<file path="src/rtl/ext_pipe_pkg.sv">
// Shared definitions for the registered immediate/load-data extender:
// extension mode encodings and the output-buffer occupancy states.
package ext_pipe_pkg;

    localparam int MODE_W = 3;

    typedef enum logic [MODE_W-1:0] {
        EXT_ZERO = 3'b000,  // zero-extend imm
        EXT_SIGN = 3'b001,  // sign-extend imm
        EXT_LUI  = 3'b010,  // imm in the upper bits, low bits cleared
        EXT_LBU  = 3'b011,  // selected byte, zero-extended
        EXT_LB   = 3'b100,  // selected byte, sign-extended
        EXT_LHU  = 3'b101,  // selected halfword, zero-extended
        EXT_LH   = 3'b110,  // selected halfword, sign-extended
        EXT_WORD = 3'b111   // word passed through
    } ext_mode_e;

    typedef enum logic [1:0] {
        EMPTY = 2'd0,
        ONE   = 2'd1,
        TWO   = 2'd2
    } occ_e;

endpackage

</file>
<file path="src/rtl/ext_pipe_if.sv">
// Producer/consumer bundle of the extender: input item with its handshake,
// synchronous flush, and the output item with its handshake.
interface ext_pipe_if #(
    parameter int DATA_W = 32,
    parameter int IMM_W  = 16
);
    import ext_pipe_pkg::*;

    localparam int OFF_W = $clog2(DATA_W / 8);

    logic                 flush;
    logic                 in_valid;
    logic                 in_ready;
    logic [MODE_W-1:0]    mode;
    logic [IMM_W-1:0]     imm;
    logic [DATA_W-1:0]    word;
    logic [OFF_W-1:0]     byte_off;
    logic                 out_valid;
    logic                 out_ready;
    logic [DATA_W-1:0]    out_data;
    logic                 out_err;

    // Upstream stage / downstream stage view (drives items, consumes results).
    modport master (
        output flush, in_valid, mode, imm, word, byte_off, out_ready,
        input  in_ready, out_valid, out_data, out_err
    );

    // Extender view.
    modport slave (
        input  flush, in_valid, mode, imm, word, byte_off, out_ready,
        output in_ready, out_valid, out_data, out_err
    );

endinterface

</file>
<file path="src/rtl/ext_comb.sv">
// Pure combinational mode/offset extractor. Bytes are little-endian
// (byte k = word[8k+7:8k]); halfwords are taken at byte_off with its low
// bit forced to 0.
// Optional macro EXT_PIPE_ALIGN_CHECK_EN: an odd byte_off in a halfword
// mode yields err=1 and data=0 instead of silently aligning down.
module ext_comb
    import ext_pipe_pkg::*;
#(
    parameter int DATA_W = 32,
    parameter int IMM_W  = 16,
    parameter int OFF_W  = $clog2(DATA_W / 8)
) (
    input  logic [MODE_W-1:0] mode,
    input  logic [IMM_W-1:0]  imm,
    input  logic [DATA_W-1:0] word,
    input  logic [OFF_W-1:0]  byte_off,
    output logic [DATA_W-1:0] data,
    output logic              err
);

    logic [OFF_W-1:0] half_off;
    logic [7:0]       sel_byte;
    logic [15:0]      sel_half;

    assign half_off = byte_off & ~OFF_W'(1);
    assign sel_byte = word[{byte_off, 3'b000} +: 8];
    assign sel_half = word[{half_off, 3'b000} +: 16];

    // Select and extend the field named by mode.
    always_comb begin
        // NOTE: every output gets a default before the case so no path
        // leaves it unassigned, which would otherwise infer a latch.
        data = '0;
        err  = 1'b0;
        case (ext_mode_e'(mode))
            EXT_ZERO: data = {{(DATA_W-IMM_W){1'b0}}, imm};
            EXT_SIGN: data = {{(DATA_W-IMM_W){imm[IMM_W-1]}}, imm};
            EXT_LUI:  data = {imm, {(DATA_W-IMM_W){1'b0}}};
            EXT_LBU:  data = {{(DATA_W-8){1'b0}}, sel_byte};
            EXT_LB:   data = {{(DATA_W-8){sel_byte[7]}}, sel_byte};
            EXT_LHU:  data = {{(DATA_W-16){1'b0}}, sel_half};
            EXT_LH:   data = {{(DATA_W-16){sel_half[15]}}, sel_half};
            EXT_WORD: data = word;
            default:  data = '0;
        endcase
`ifdef EXT_PIPE_ALIGN_CHECK_EN
        if ((mode == EXT_LHU || mode == EXT_LH) && byte_off[0]) begin
            data = '0;
            err  = 1'b1;
        end
`endif
    end

endmodule

</file>
<file path="src/rtl/ext_pipe.sv">
// Registered immediate/load-data extender with a 2-entry valid/ready output
// buffer (head = output register, skid = second entry). in_ready is a
// register, so no combinational path runs from out_ready to in_ready.
// Optional macro EXT_PIPE_ALIGN_CHECK_EN enables the misaligned-halfword
// error flag in ext_comb; otherwise out_err is always 0.
module ext_pipe
    import ext_pipe_pkg::*;
#(
    parameter int DATA_W = 32,
    parameter int IMM_W  = 16
) (
    input  logic      clk,
    input  logic      reset_n,
    ext_pipe_if.slave bus
);

    localparam int OFF_W = $clog2(DATA_W / 8);

    logic [DATA_W-1:0] in_data;
    logic              in_err;
    logic [DATA_W-1:0] head_data;
    logic              head_err;
    logic [DATA_W-1:0] skid_data;
    logic              skid_err;

    occ_e state;
    occ_e state_nxt;
    logic in_ready_q;
    logic accept;
    logic pop;
    logic load_head_in;
    logic load_head_skid;
    logic load_skid;

    ext_comb #(
        .DATA_W (DATA_W),
        .IMM_W  (IMM_W),
        .OFF_W  (OFF_W)
    ) u_comb (
        .mode     (bus.mode),
        .imm      (bus.imm),
        .word     (bus.word),
        .byte_off (bus.byte_off),
        .data     (in_data),
        .err      (in_err)
    );

    assign accept        = bus.in_valid & in_ready_q;
    assign pop           = (state != EMPTY) & bus.out_ready;
    assign bus.in_ready  = in_ready_q;
    assign bus.out_valid = (state != EMPTY);
    assign bus.out_data  = head_data;
    assign bus.out_err   = head_err;

    // Occupancy transitions and entry load enables; flush overrides all.
    always_comb begin
        state_nxt      = state;
        load_head_in   = 1'b0;
        load_head_skid = 1'b0;
        load_skid      = 1'b0;
        case (state)
            EMPTY: begin
                if (accept) begin
                    state_nxt    = ONE;
                    load_head_in = 1'b1;
                end
            end
            ONE: begin
                if (accept && !pop) begin
                    state_nxt = TWO;
                    load_skid = 1'b1;
                end else if (accept && pop) begin
                    load_head_in = 1'b1;
                end else if (pop) begin
                    state_nxt = EMPTY;
                end
            end
            TWO: begin
                if (pop) begin
                    state_nxt      = ONE;
                    load_head_skid = 1'b1;
                end
            end
            default: state_nxt = EMPTY;
        endcase
        if (bus.flush) begin
            state_nxt      = EMPTY;
            load_head_in   = 1'b0;
            load_head_skid = 1'b0;
            load_skid      = 1'b0;
        end
    end

    // Occupancy register and registered in_ready (low only while full).
    always_ff @(posedge clk or negedge reset_n) begin
        if (!reset_n) begin
            state      <= EMPTY;
            in_ready_q <= 1'b1;
        end else begin
            // NOTE: non-blocking assignments so every register samples
            // pre-edge values regardless of statement order.
            state      <= state_nxt;
            in_ready_q <= (state_nxt != TWO);
        end
    end

    // Buffer entries; head holds its value whenever it is not reloaded.
    always_ff @(posedge clk or negedge reset_n) begin
        if (!reset_n) begin
            // NOTE: the data entries are reset too, because out_data and
            // out_err must read 0 after reset even though out_valid is 0.
            head_data <= '0;
            head_err  <= 1'b0;
            skid_data <= '0;
            skid_err  <= 1'b0;
        end else begin
            if (load_head_in) begin
                head_data <= in_data;
                head_err  <= in_err;
            end else if (load_head_skid) begin
                head_data <= skid_data;
                head_err  <= skid_err;
            end
            if (load_skid) begin
                skid_data <= in_data;
                skid_err  <= in_err;
            end
        end
    end

endmodule

</file>
<file path="src/flat_wrapper.sv">
// flat-port wrapper written by rule: the top's interface ports become plain ports
module ext_pipe_flat import ext_pipe_pkg::*;
#(
    parameter int DATA_W = 32,
    parameter int IMM_W  = 16
)
  (clk, reset_n, bus_flush, bus_in_valid, bus_mode, bus_imm, bus_word, bus_byte_off, bus_out_ready, bus_in_ready, bus_out_valid, bus_out_data, bus_out_err);
  ext_pipe_if #(.DATA_W(DATA_W), .IMM_W(IMM_W)) bus_i ();
  input  logic clk;
  input  logic reset_n;
  input wire logic [$bits(bus_i.flush)-1:0] bus_flush;
  input wire logic [$bits(bus_i.in_valid)-1:0] bus_in_valid;
  input wire logic [$bits(bus_i.mode)-1:0] bus_mode;
  input wire logic [$bits(bus_i.imm)-1:0] bus_imm;
  input wire logic [$bits(bus_i.word)-1:0] bus_word;
  input wire logic [$bits(bus_i.byte_off)-1:0] bus_byte_off;
  input wire logic [$bits(bus_i.out_ready)-1:0] bus_out_ready;
  output wire logic [$bits(bus_i.in_ready)-1:0] bus_in_ready;
  output wire logic [$bits(bus_i.out_valid)-1:0] bus_out_valid;
  output wire logic [$bits(bus_i.out_data)-1:0] bus_out_data;
  output wire logic [$bits(bus_i.out_err)-1:0] bus_out_err;
  assign bus_i.flush = bus_flush;
  assign bus_i.in_valid = bus_in_valid;
  assign bus_i.mode = bus_mode;
  assign bus_i.imm = bus_imm;
  assign bus_i.word = bus_word;
  assign bus_i.byte_off = bus_byte_off;
  assign bus_i.out_ready = bus_out_ready;
  assign bus_in_ready = bus_i.in_ready;
  assign bus_out_valid = bus_i.out_valid;
  assign bus_out_data = bus_i.out_data;
  assign bus_out_err = bus_i.out_err;
  ext_pipe #(.DATA_W(DATA_W), .IMM_W(IMM_W)) u_core (.clk(clk), .reset_n(reset_n), .bus(bus_i));
endmodule
</file>
<file path="config.mk">
export PLATFORM = sky130hd
export DESIGN_NAME = ext_pipe_flat
export DESIGN_NICKNAME = d
export VERILOG_FILES = /design/src/rtl/ext_pipe_pkg.sv /design/src/rtl/ext_pipe_if.sv /design/src/rtl/ext_comb.sv /design/src/rtl/ext_pipe.sv /design/src/flat_wrapper.sv
export SDC_FILE = /design/constraint.sdc
export NUM_CORES = 1
export LEC_CHECK = 0
export ABC_AREA = 1
export BUFFER_PORTS_ARGS = -buffer_cell sky130_fd_sc_hd__buf_2
export CAP_MARGIN = 15
export CORE_MARGIN = 3
export CORE_UTILIZATION = 40
export CTS_CLUSTER_SIZE = 28
export DETAILED_ROUTE_END_ITERATION = 7
export GPL_TIMING_DRIVEN = 0
export PLACE_DENSITY = 0.61
export SLEW_MARGIN = 15
export SYNTH_ARGS = -nofsm -noshare
export SYNTH_HDL_FRONTEND = slang
export SYNTH_SLANG_ARGS = --single-unit
</file>
<file path="constraint.sdc">
create_clock -name clk -period 1.8 [get_ports clk]
set_input_delay 0.09 -clock clk [delete_from_list [all_inputs] [get_ports clk]]
set_output_delay 0.09 -clock clk [all_outputs]
set_load 0.02 [all_outputs]
</file>
* Word-level counts from Yosys, hierarchy flattened
Cells that the tools add are included.
** Operators by class
- Equality and inequality tests :: 10
- Shifts and indexed selects :: 2
- Multiplexer cells :: 23
- Bitwise gates (word level) :: 2
- Reduce and logical (&&, ||, !) cells :: 7
** Operators by type and width (count)
- $pmux W32 S8 :: 1
- $mux W32 :: 2
- $shiftx A32 B6 Y16 :: 1
- $shiftx A32 B6 Y8 :: 1
- $eq A3 B3 Y1 const B :: 4
- $mux W1 :: 12
- $mux W2 :: 6
- $eq A3 B2 Y1 const B :: 2
- $pmux W2 S3 :: 1
- $reduce_bool A2 Y1 :: 2
- $eq A3 B1 Y1 const B :: 1
- $logic_not A3 Y1 :: 1
- $and A1 B1 Y1 :: 2
- $eq A2 B1 Y1 const B :: 1
- $eq A2 B2 Y1 const B :: 1
- $logic_and A1 B1 Y1 :: 2
- $logic_not A2 Y1 :: 1
- $ne A2 B2 Y1 const B :: 1
- $pmux W1 S2 :: 1
- $logic_not A1 Y1 :: 1
** Storage, ports and cells
- Flip-flop bits (word level) :: 68
- Input port bits :: 58
- Output and inout bits :: 35
- Logic and storage cells :: 49

* Logic depth before layout (Yosys ltp)
Gate-level depths: netlist (run 1).
- Depth in word-level cells :: 8
- Gate-level depth with buffers :: 11
- Gate-level depth less buffers :: 10

* Modules after synthesis
From an unflattened synthesis (run 1), not the netlist that was laid out.
** Second synthesis, totals
- Cells, all modules :: 658
- Area, all modules :: 4415.5 sq um
** Modules (own cells, without submodules)
- ext_pipe :: times used 1, cells an instance 414, area each 3286.9 sq um, sequential area each 1727.9 sq um
- ext_comb :: times used 1, cells an instance 244, area each 1128.6 sq um, sequential area each 0.0 sq um

* Least setup slack after synthesis (run 1)
OpenSTA, ideal clock, no wires.
- Path kind :: register to register
- Start point :: register u_core.in_ready_q, in the netlist u_core.bus.in_ready
- End point :: register u_core.head_data[20], in the netlist u_core.bus.out_data[20]
- Library setup time :: 0.117 ns
- Arrival :: 1.420 ns
- Data required time :: 1.683 ns
- Path slack :: 0.264 ns
- Cell stages (with the launch flop) :: 11
- Buffers on the path :: 1
- Period minus slack after synthesis :: 1.536 ns
- Path through :: dfstp_2 nand2_1 nor3_2 nand2_4 nand2_2 inv_4 buf_6 nand2_1 o21ai_0 inv_1 nand2_1
** Between the ends
- Cells in the longest elaborated chain, start to end :: 7
- Elaborated cells on any way between the ends :: 10
- Those cells by class :: mux (6); bitwise (1); reduce/logical (3)
** Ends and longest elaborated chain
- from (decl) :: RTL line ext_pipe.sv:28 : logic in_ready_q;
- from (signal assigned) :: RTL line ext_pipe.sv:103 : in_ready_q <= (state_nxt != TWO);
- $and A1 B1 Y1 * :: RTL line ext_pipe.sv:48 : assign accept = bus.in_valid & in_ready_q;
- $logic_and A1 B1 Y1 :: RTL line ext_pipe.sv:72 : end else if (accept && pop) begin
- $mux W1 :: RTL line ext_pipe.sv:72
- $mux W1 :: RTL line ext_pipe.sv:69 : if (accept && !pop) begin
- $pmux W1 S2 * :: RTL line ext_pipe.sv:61 : case (state)
- $mux W1 * :: RTL line ext_pipe.sv:86 : if (bus.flush) begin
- $mux W32 / $reduce_bool A2 Y1 (equally long branches)
- to (signal assigned) :: RTL line ext_pipe.sv:118 : head_data <= in_data;
- to (signal assigned) :: RTL line ext_pipe.sv:121 : head_data <= skid_data;
- to (decl) :: RTL line ext_pipe.sv:21 : logic [DATA_W-1:0] head_data;
Mark *: on every way between the ends. The rest lies on a longest branch, timed or not.
A chain may end at the register's enable or synchronous reset.

* Worst setup path after layout (run 1)
- Start point :: register u_core.in_ready_q, in the netlist u_core.bus.in_ready
- End point :: register u_core.skid_data[13]
** Between the ends
- Cells in the longest elaborated chain, start to end :: 5
** Ends and longest elaborated chain
- $and A1 B1 Y1 :: RTL line ext_pipe.sv:48
- $logic_and A1 B1 Y1 :: RTL line ext_pipe.sv:69
- $mux W1 :: RTL line ext_pipe.sv:69
- $mux W1 :: RTL line ext_pipe.sv:61
- $mux W1 :: RTL line ext_pipe.sv:86
- to (signal assigned) :: RTL line ext_pipe.sv:125 : skid_data <= in_data;
- to (decl) :: RTL line ext_pipe.sv:23 : logic [DATA_W-1:0] skid_data;
No other way between the ends.

==> flow_summary.json, run 1 <==
{
  "gr-total-overflow": 0,
  "cts_setup_buffers": 0,
  "grt_antenna_before_repair": 0,
  "die_area_um2": 11600,
  "switching_share_pct": 34.7,
  "pwr-share-seq_pct": 42.0,
  "fmax_mhz": 578,
  "finalClockSkew_ns": 0.0158,
  "synth_enable_flop_cells": 0,
  "die_h_um": 108,
  "rsz0062_at_grt": "yes",
  "syn-num-nets": 689,
  "ys_ff_latch": 67,
  "required_ns": 2.08,
  "synth_area_leaders": "dfrtp_1 (40%), nand2_1 (27%), nand3_1 (6.6%)",
  "vdd_drop_max_uv": 384,
  "met2_usage_pct": 37.3,
  "grt_pass1_wl_um": 21300,
  "powerDensity_nw_per_um2": 944,
  "clock_path_buffers": 2,
  "period_needed_ns": 1.73,
  "gp_congestion": 0.977,
  "synth_top_area_share_pct": 39.8,
  "core_um2": 9950,
  "yosysSeqAreaShare_pct": 40.4,
  "start_util_pct": 41.7,
  "grt_max_degree": 49,
  "num_rows": 36,
  "grt_pass1_vias": 4104,
  "status": "finished, final reports clean",
  "path_clk_slew_ns": 0.09,
  "cellLeakagePower_nw": 2.90,
  "drtPass1Iterations": 5,
  "dieWidth_um": 108,
  "cp-end-kind": "flip-flop",
  "finalSetupViolations": 0,
  "dp.final_hpwl_um": 10200,
  "num_vias": 4323,
  "final_nets": 790,
  "yosysWarnings": 0,
  "final_hold_viol_count": 0,
  "hold_path.class": "primary input to flip-flop",
  "min_path_cells": 4,
  "finalCritPeriodShare_pct": 96.1,
  "clock_latency_ns": 0.35,
  "post-synth-top-count-cell": "nand2_1",
  "clkPwrFrac_pct": 30.8,
  "netlist_area_um2": 4150,
  "viasPerCell": 4.97,
  "ant_nets": 0,
  "clock-root-buffer": "clkbuf_8",
  "max_slew_margin_pct": 65.0,
  "async_flop_share_pct": 100,
  "drc_errors": 0,
  "cts_num_sinks": 67,
  "p_int_mw": 3.10,
  "synth_top_area_cell": "dfrtp_1",
  "met3_usage_pct": 4.14,
  "maxCapViolations": 0,
  "boundaryPins": 93,
  "slew_viol_final": 0,
  "area_growth_syn_to_layout_pct": 21.2,
  "final_util_pct": 50.5,
  "switching_power_mw": 1.65,
  "nFillCells": 1040,
  "avgSynthCellArea_um2": 6.58,
  "wl_um": 13300,
  "holdWs_ns": 0.0316,
  "grtUsageMet1_pct": 34.8,
  "cts_tree": "done",
  "synthTopCellsByCount": "nand2_1 (300), dfrtp_1 (66), inv_1 (65)",
  "pwr-share-comb_pct": 27.2,
  "drt_iter0_markers": 245,
  "cp-start-kind": "flip-flop",
  "crit_arrival_ns": 2.01,
  "cts_htree_levels": 3,
  "grt.busiest_layer": "met2",
  "rr_worst_depth": 7,
  "numCtsBuffers": 9,
  "worstSetupPathType": "flip-flop to flip-flop",
  "layout-drive-gt1-share_pct": 21.8,
  "yosysUniqueCellTypes": 27,
  "ys.flop_type": "dfrtp_1",
  "worst_pin_slew_ns": 0.526,
  "syn_inst": 631,
  "diodes": 0,
  "worstPathMaxFanout": 10,
  "wl_per_cell_um": 15.3,
  "track_usage_pct": 23.9,
  "portBuffers": 88
}
==> worst max-delay path: stages (launching register included) <==
cell,delay [ns]
dfstp_2,0.54
nand2_1,0.08
nor3_2,0.21
nand2_1,0.30
inv_2,0.20
buf_4,0.20
nand2_1,0.06
nand2_1,0.08
==> cell families (layout without fill, tap and decap cells) <==
family	count (synthesis)	in the layout	share of synthesized area, %
AO/OA/AOI/OAI	46	46	5.57
buffers and inverters	103	209	11.6
flip-flops	67	67	40.4
AND/OR/NAND/NOR	414	414	42.3
other	1	1	0.0903
==> layer usage <==
layer	vias up	routed length, µm
met5	-	0
met4	0	161
met3	11	907
met2	166	5880
met1	1994	6320
li1	2152	-
==> repair_timing <==
item                                    CTS  global route
hold buffers                              1             0
hold endpoints to repair                 67             0
endpoints found under the setup margin    0            15
gates resized for setup                   0             2
==> stage by stage <==
step	area, µm²	setup TNS [ns]	total power, mW	worst slack (ns)	std cells
floorplan	4150	0	2.83	0.264	631
global placement	4760	0	3.27	0.116	852
detailed placement	4790	0	3.31	0.0864	853
CTS	5030	0	4.77	0.0578	870
global route	5030	-0.104	5.06	-0.0227	870
finish	5030	0	4.75	0.0700	870
==> final cells by class <==
type                    instances  area (µm²)  area share, %
clock buffers                  10         138           2.74
repair buffers                 90         480           9.55
multi-input cells             461        1990           39.6
plain buffers                  29         208           4.13
flip-flops and latches         67        1680           33.3
well taps                     133         166           3.31
inverters                      74         280           5.57
clock inverters                 6        88.8           1.77
==> flip-flops by register name, summed over array words and instances, names as in the netlist <==
register / flops
u_core.bus.out_data: 32
u_core.state: 2
u_core.bus.in_ready: 1
u_core.skid_data: 32
==> worst paths after layout <==
path	from	slack, ns	to
max reg2reg	u_core.bus.in_ready	0.07	u_core.skid_data[13]
max	u_core.bus.in_ready	0.07	u_core.skid_data[13]
min reg2reg	u_core.skid_data[27]	0.48	u_core.skid_data[27]
max in group asynchronous	reset_n	1.09	u_core.bus.out_data[23]
min	bus_flush	0.03	u_core.state[0]
min in group asynchronous	reset_n	0.17	u_core.state[0]
==> placed cells by master, fill, tap and decap left out, types with 10 or more instances in the layout <==
master and n:
nand2_1 300, a21oi_1 17, dfrtp_1 66, inv_1 65, buf_2 99, clkbuf_8 10
nand4_1 18, nand2_2 13, o21ai_0 10, nor2_1 20, nand3_1 55, o21ai_1 18
==> power by group through the flow <==
stage | clock, mW | sequential, mW | combinational, mW
after floorplan | 0 | 2.16 | 0.666
after global placement | 0 | 2.00 | 1.27
after detailed placement | 0 | 2.01 | 1.29
after CTS | 1.48 | 1.99 | 1.30
after global routing | 1.56 | 2.03 | 1.47
final | 1.46 | 1.99 | 1.29
Power figures use the tool's default switching activity.
==> run 2: changes to the inputs <==
PLACE_DENSITY = not set   (was 0.61)
PLACE_DENSITY_LB_ADDON = 0.2   (was not set)
==> flow_summary.json, run 2 (synthesis results as in run 1) <==
{
  "hold_path.class": "primary input to flip-flop",
  "core_um2": 9950,
  "tns_ns": 0,
  "worst_hold_startpoint": "bus_flush",
  "worstSetupPathType": "flip-flop to flip-flop",
  "worst_pin_slew_ns": 0.505,
  "grt_pass1_vias": 4002,
  "grt_pass1_wl_um": 20600,
  "num_vias": 4312,
  "drtPass1Iterations": 5,
  "final_cell_mix": "nand2_1 (300), buf_2 (100), dfrtp_1 (66), inv_1 (65), nand3_1 (55)",
  "slew_viol_final": 0,
  "cp-startpoint": "u_core.bus.in_ready",
  "diodes": 0,
  "max_slew_margin_pct": 66.3,
  "cp_common_cell": "nand2_1",
  "vdd_drop_max_uv": 444,
  "start_util_pct": 41.7,
  "rsz0062_at_grt": "no",
  "dp.final_hpwl_um": 9870,
  "fmax_mhz": 591,
  "status": "finished, final reports clean",
  "cts_htree_levels": 3,
  "finalClockSkew_ns": 0.0124,
  "worstPathMaxFanout": 10,
  "gr-total-overflow": 0,
  "layout-drive-gt1-share_pct": 21.7,
  "ant_nets": 0,
  "wl_per_cell_um": 14.9,
  "dieWidth_um": 108,
  "slowest_stage": "dfstp_2",
  "reg2reg_slack_ns": 0.11,
  "finalSetupViolations": 0,
  "cp-start-kind": "flip-flop",
  "path_buf_inv": 2,
  "dpl_worst_slack_ns": 0.123,
  "path_clk_slew_ns": 0.06,
  "cts_num_sinks": 67,
  "cts_setup_buffers": 0,
  "regArea_um2": 1680,
  "final_hold_viol_count": 0,
  "worst_r2r_endpoint": "u_core.bus.out_data[7]",
  "num_rows": 36,
  "crit_family": "simple AND/OR/NAND/NOR gates",
  "area_growth_syn_to_layout_pct": 21.1,
  "rr_worst_depth": 7,
  "drt_iter0_markers": 299,
  "period_needed_ns": 1.69,
  "crit_arrival_ns": 1.98,
  "drc_errors": 0,
  "p_int_mw": 3.14,
  "nFillCells": 1041,
  "final_nets": 790,
  "required_ns": 2.09,
  "cp-endpoint": "u_core.bus.out_data[7]",
  "path_depth": 7,
  "switching_power_mw": 1.59,
  "track_usage_pct": 23.2,
  "final_util_pct": 50.5,
  "grt_max_degree": 46,
  "finalCritPeriodShare_pct": 94.0,
  "pwr-share-comb_pct": 27.2,
  "placed_cells": 853,
  "numCtsBuffers": 9,
  "cp-end-kind": "flip-flop",
  "path_cells": "nand2_1 > nor3_2 > nand2_4 > inv_1 > buf_2 > nand2_1 > nand2_1",
  "max_stage_delay_ns": 0.53,
  "cellLeakagePower_nw": 2.90,
  "final_common_cell": "nand2_1",
  "portBuffers": 88,
  "clock-root-buffer": "clkbuf_8",
  "viasPerCell": 4.96,
  "layout_setup_ws_ns": 0.107,
  "die_h_um": 108,
  "clock_latency_ns": 0.36,
  "boundaryPins": 93,
  "multi_input_comb_area_um2": 1990,
  "r2r_start": "u_core.bus.in_ready",
  "pwr-share-seq_pct": 42.0,
  "switching_share_pct": 33.7,
  "die_area_um2": 11600,
  "stdcell_count": 870,
  "powerDensity_nw_per_um2": 941,
  "clkPwrFrac_pct": 30.8,
  "maxCapViolations": 0,
  "cts_tree": "done",
  "grt_antenna_before_repair": 0,
  "gp_congestion": 0.933,
  "wl_um": 13000,
  "clock_path_buffers": 2
}
[run 2: through the flow]
stage               hold slack, ns  power, mW  area, µm²
floorplan                   -0.206       2.83       4150
global placement             0.395       3.26       4760
detailed placement          0.0156       3.30       4790
CTS                         0.0262       4.77       5030
global route                0.0913       5.04       5030
finish                      0.0416       4.73       5030
[run 2: worst reg2reg max path: stages, from the launching register on]
cell,delay [ns]
dfstp_2,0.53
nand2_1,0.07
nor3_2,0.22
nand2_4,0.15
inv_1,0.22
buf_2,0.28
nand2_1,0.10
nand2_1,0.07
[run 2: what timing repair did]
item	CTS	global route
hold buffers	1	0
hold endpoints to repair	67	0
endpoints found under the setup margin	0	1
resized for setup	0	1
[run 2: how the worst min path moves through the flow]
stage / cells past startpoint / to / slack [ns]
final: 4 / u_core.state[0] / 0.04
after CTS: 4 / u_core.state[0] / 0.03
after global routing: 4 / u_core.state[0] / 0.09
after global placement: 4 / u_core.state[0] / 0.40
after floorplan: 0 / u_core.bus.out_data[0] / -0.21
after detailed placement: 1 / u_core.state[0] / 0.02
[run 2: power groups by stage]
stage	Combinational (mW)	Sequential [mW]	Clock, mW
after global placement	1.26	2.00	0
after CTS	1.30	1.99	1.49
after floorplan	0.666	2.16	0
final	1.29	1.99	1.46
after detailed placement	1.29	2.01	0
after global routing	1.45	2.02	1.56
[run 2: final cells by class]
cell class,count,area share (%)
buffer,29,4.08
clock buffer,12,3.08
clock inverter,4,1.44
inverter,74,5.57
multi-input combinational,461,39.6
sequential,67,33.4
tap,133,3.31
timing repair buffer,90,9.55
[run 2: metal layers]
| metal | GRT usage (%) | vias up | share of wire [%] |
|---|---|---|---|
| met3 | 4.26 | 16 | 7.3 |
| met1 | 33.0 | 1970 | 46 |
| li1 | - | 2155 | - |
| met5 | 0 | - | 0 |
| met2 | 35.0 | 171 | 45 |
| met4 | 8.57 | 0 | 1.8 |
==> run 3: changes to the inputs <==
ABC_AREA = not set   (was 1)
REMOVE_ABC_BUFFERS = 1   (was not set)
==> flow_summary.json, run 3 <==
{
  "period_needed_ns": 1.76,
  "post-synth-top-count-cell": "dfrtp_1",
  "die_h_um": 106,
  "clock_path_buffers": 2,
  "area_growth_syn_to_layout_pct": 23.5,
  "drtPass1Iterations": 5,
  "track_usage_pct": 21.0,
  "ant_nets": 0,
  "slowest_stage": "dfstp_2",
  "die_area_um2": 11200,
  "portBuffers": 91,
  "num_rows": 35,
  "num_vias": 3678,
  "drc_errors": 0,
  "finalCritPeriodShare_pct": 98.0,
  "layout_setup_ws_ns": 0.0365,
  "grt_pass1_vias": 3573,
  "async_flop_share_pct": 100,
  "cts_htree_levels": 3,
  "synth_top_area_share_pct": 41.3,
  "core_um2": 9460,
  "grt_pass1_wl_um": 18900,
  "reg2reg_slack_ns": 0.04,
  "avgSynthCellArea_um2": 9.21,
  "numCtsBuffers": 9,
  "muxShareOfSynthArea_pct": 8.02,
  "switching_share_pct": 33.2,
  "synth-simple-area-share_pct": 15.4,
  "wl_per_cell_um": 17.9,
  "wl_met2_um": 5440,
  "max_stage_delay_ns": 0.56,
  "final_common_cell": "buf_2",
  "boundaryPins": 93,
  "synth_enable_flop_cells": 0,
  "cellLeakagePower_nw": 2.21,
  "dp.final_hpwl_um": 8140,
  "grt_antenna_before_repair": 0,
  "clock-root-buffer": "clkbuf_8",
  "p_int_mw": 3.17,
  "crit_arrival_ns": 1.99,
  "synth_top_family_by_area": "compound AO/OA/AOI/OAI gates",
  "cts_tree": "done",
  "final_cell_area_um2": 4930,
  "ys_ff_latch": 67,
  "start_util_pct": 42.2,
  "dpl_worst_slack_ns": -1.15,
  "worstSetupPathType": "flip-flop to flip-flop",
  "path_buf_inv": 3,
  "max_slew_margin_pct": 46.3,
  "fmax_mhz": 567,
  "cts_num_sinks": 67,
  "worstPathMaxFanout": 15,
  "maxCapViolations": 0,
  "netlist_area_um2": 4000,
  "cp_common_cell": "buf_6",
  "drt_iter0_markers": 269,
  "viasPerCell": 5.68,
  "top_layer_used": "met4",
  "final_cell_mix": "buf_2 (85), dfrtp_1 (66), nand2_1 (56), a21oi_1 (44), o21ai_0 (25)",
  "clock_latency_ns": 0.34,
  "switching_power_mw": 1.57,
  "yosysUniqueCellTypes": 54,
  "grt_max_degree": 43,
  "status": "finished, final reports clean",
  "ys.flop_type": "dfrtp_1",
  "diodes": 0,
  "gp_congestion": 0.822,
  "synth_area_leaders": "dfrtp_1 (41%), a21oi_1 (5.5%), nand2_1 (5.4%)",
  "gr-total-overflow": 0,
  "nFillCells": 896,
  "finalSetupViolations": 0,
  "pwr-share-seq_pct": 42.3,
  "dieWidth_um": 106,
  "final_hold_viol_count": 0,
  "synthTopCellsByCount": "dfrtp_1 (66), nand2_1 (57), a21oi_1 (44)",
  "synth_top_area_cell": "dfrtp_1",
  "path_clk_slew_ns": 0.08,
  "final_nets": 571,
  "syn_inst": 434,
  "slew_viol_final": 0,
  "synth_fa_ha_area_share_pct": 0.250,
  "vdd_drop_max_uv": 438,
  "path_cells": "nand3b_1 > buf_6 > nor3_4 > buf_6 > nor2_4 > buf_12 > a221o_1",
  "synth-compound-area-share_pct": 29.4,
  "cp-start-kind": "flip-flop",
  "m1WireLength_um": 5300,
  "wl_um": 11600,
  "crit_family": "flip-flops",
  "required_ns": 2.02,
  "yosysWarnings": 0,
  "cp-end-kind": "flip-flop",
  "finalClockSkew_ns": 0.00859,
  "synth-xor-area-share_pct": 0.219,
  "powerDensity_nw_per_um2": 962,
  "layout-drive-gt1-share_pct": 30.5,
  "post_dp_cell_area_um2": 4540,
  "pwr-share-comb_pct": 28.2,
  "hold_path.class": "primary input to flip-flop",
  "rsz0062_at_grt": "yes",
  "clkPwrFrac_pct": 29.4,
  "worst_pin_slew_ns": 0.805,
  "met3_length_um": 697,
  "yosysSeqAreaShare_pct": 42.0
}
[run 3: cell count changes in the layout (fill, tap and decap cells not counted), sizes merged, moves of 17 or more]
cell,previous run,this run
nand2,314,57
inv,74,4
nand3,56,2
a21oi,17,54
nor2b,0,21
a211oi,0,17
[run 3: routing by layer]
layer | GRT usage [%] | vias to the layer above
met5 | 0 | -
met4 | 6.75 | 0
met3 | 3.89 | 9
met2 | 32.2 | 120
met1 | 30.0 | 1774
li1 | - | 1775
[run 3: final cells by class]
type	instances	area, µm²	share of cell area [%]
well taps	129	161	3.27
clock buffers	10	128	2.59
repair buffers	107	661	13.4
clock inverters	6	90.1	1.83
inverters	4	15.0	0.304
flip-flops and latches	67	1680	34.0
multi-input cells	324	2200	44.6
[run 3: worst paths after layout]
kind                                           start                      to  cells past startpoint
worst max-delay path             u_core.bus.in_ready  u_core.bus.out_data[0]                      7
worst min-delay path                       bus_flush         u_core.state[0]                      2
worst max register to register   u_core.bus.in_ready  u_core.bus.out_data[0]                      7
worst min register to register  u_core.skid_data[15]    u_core.skid_data[15]                      2
max in group asynchronous                    reset_n     u_core.bus.in_ready                      3
min in group asynchronous                    reset_n  u_core.bus.out_data[2]                      2
[run 3: what timing repair did]
| item | in CTS | in global routing |
|---|---|---|
| setup buffers | 2 | 5 |
| hold buffers | 2 | 0 |
| setup endpoints to repair | 58 | 49 |
| pin swaps | 1 | 4 |
| endpoints found under the hold margin | 37 | 0 |
| resized for setup | 11 | 15 |
[run 3: kinds of logic after synthesis]
| family | after synthesis |
|---|---|
| AOI/OAI and AO/OA | 175 |
| xor gates and xnor gates | 1 |
| adders and majority gates | 1 |
| buffers and inverters | 43 |
| DFF | 67 |
| muxes | 23 |
| other | 1 |
| and+or+nand+nor | 123 |
[run 3: worst register-to-register path, stage by stage (launching register included)]
cell      delay (ns)
dfstp_2         0.56
nand3b_1        0.10
buf_6           0.15
nor3_4          0.23
buf_6           0.14
nor2_4          0.03
buf_12          0.14
a221o_1         0.30
[run 3: per-stage QoR]
stage / setup TNS, ns / utilization [%] / power [mW] / std cells / hold slack, ns
floorplan: -75.93 / - / 2.81 / 395 / -0.206
global placement: -166.44 / 46.9 / 3.28 / 615 / 0.330
detailed placement: -44.92 / 48.0 / 3.33 / 622 / 0.0242
CTS: -0.0641 / 51.2 / 4.75 / 642 / 0.0280
global route: -0.480 / 52.2 / 5.03 / 647 / 0.0639
finish: 0 / 52.2 / 4.75 / 647 / 0.0616
[run 3: power by group through the flow]
| stage | clock network (mW) | logic, mW | registers (mW) |
|---|---|---|---|
| after floorplan | 0 | 0.606 | 2.20 |
| after global placement | 0 | 1.25 | 2.02 |
| after detailed placement | 0 | 1.30 | 2.04 |
| after CTS | 1.42 | 1.32 | 2.01 |
| after global routing | 1.49 | 1.48 | 2.05 |
| final | 1.40 | 1.34 | 2.01 |
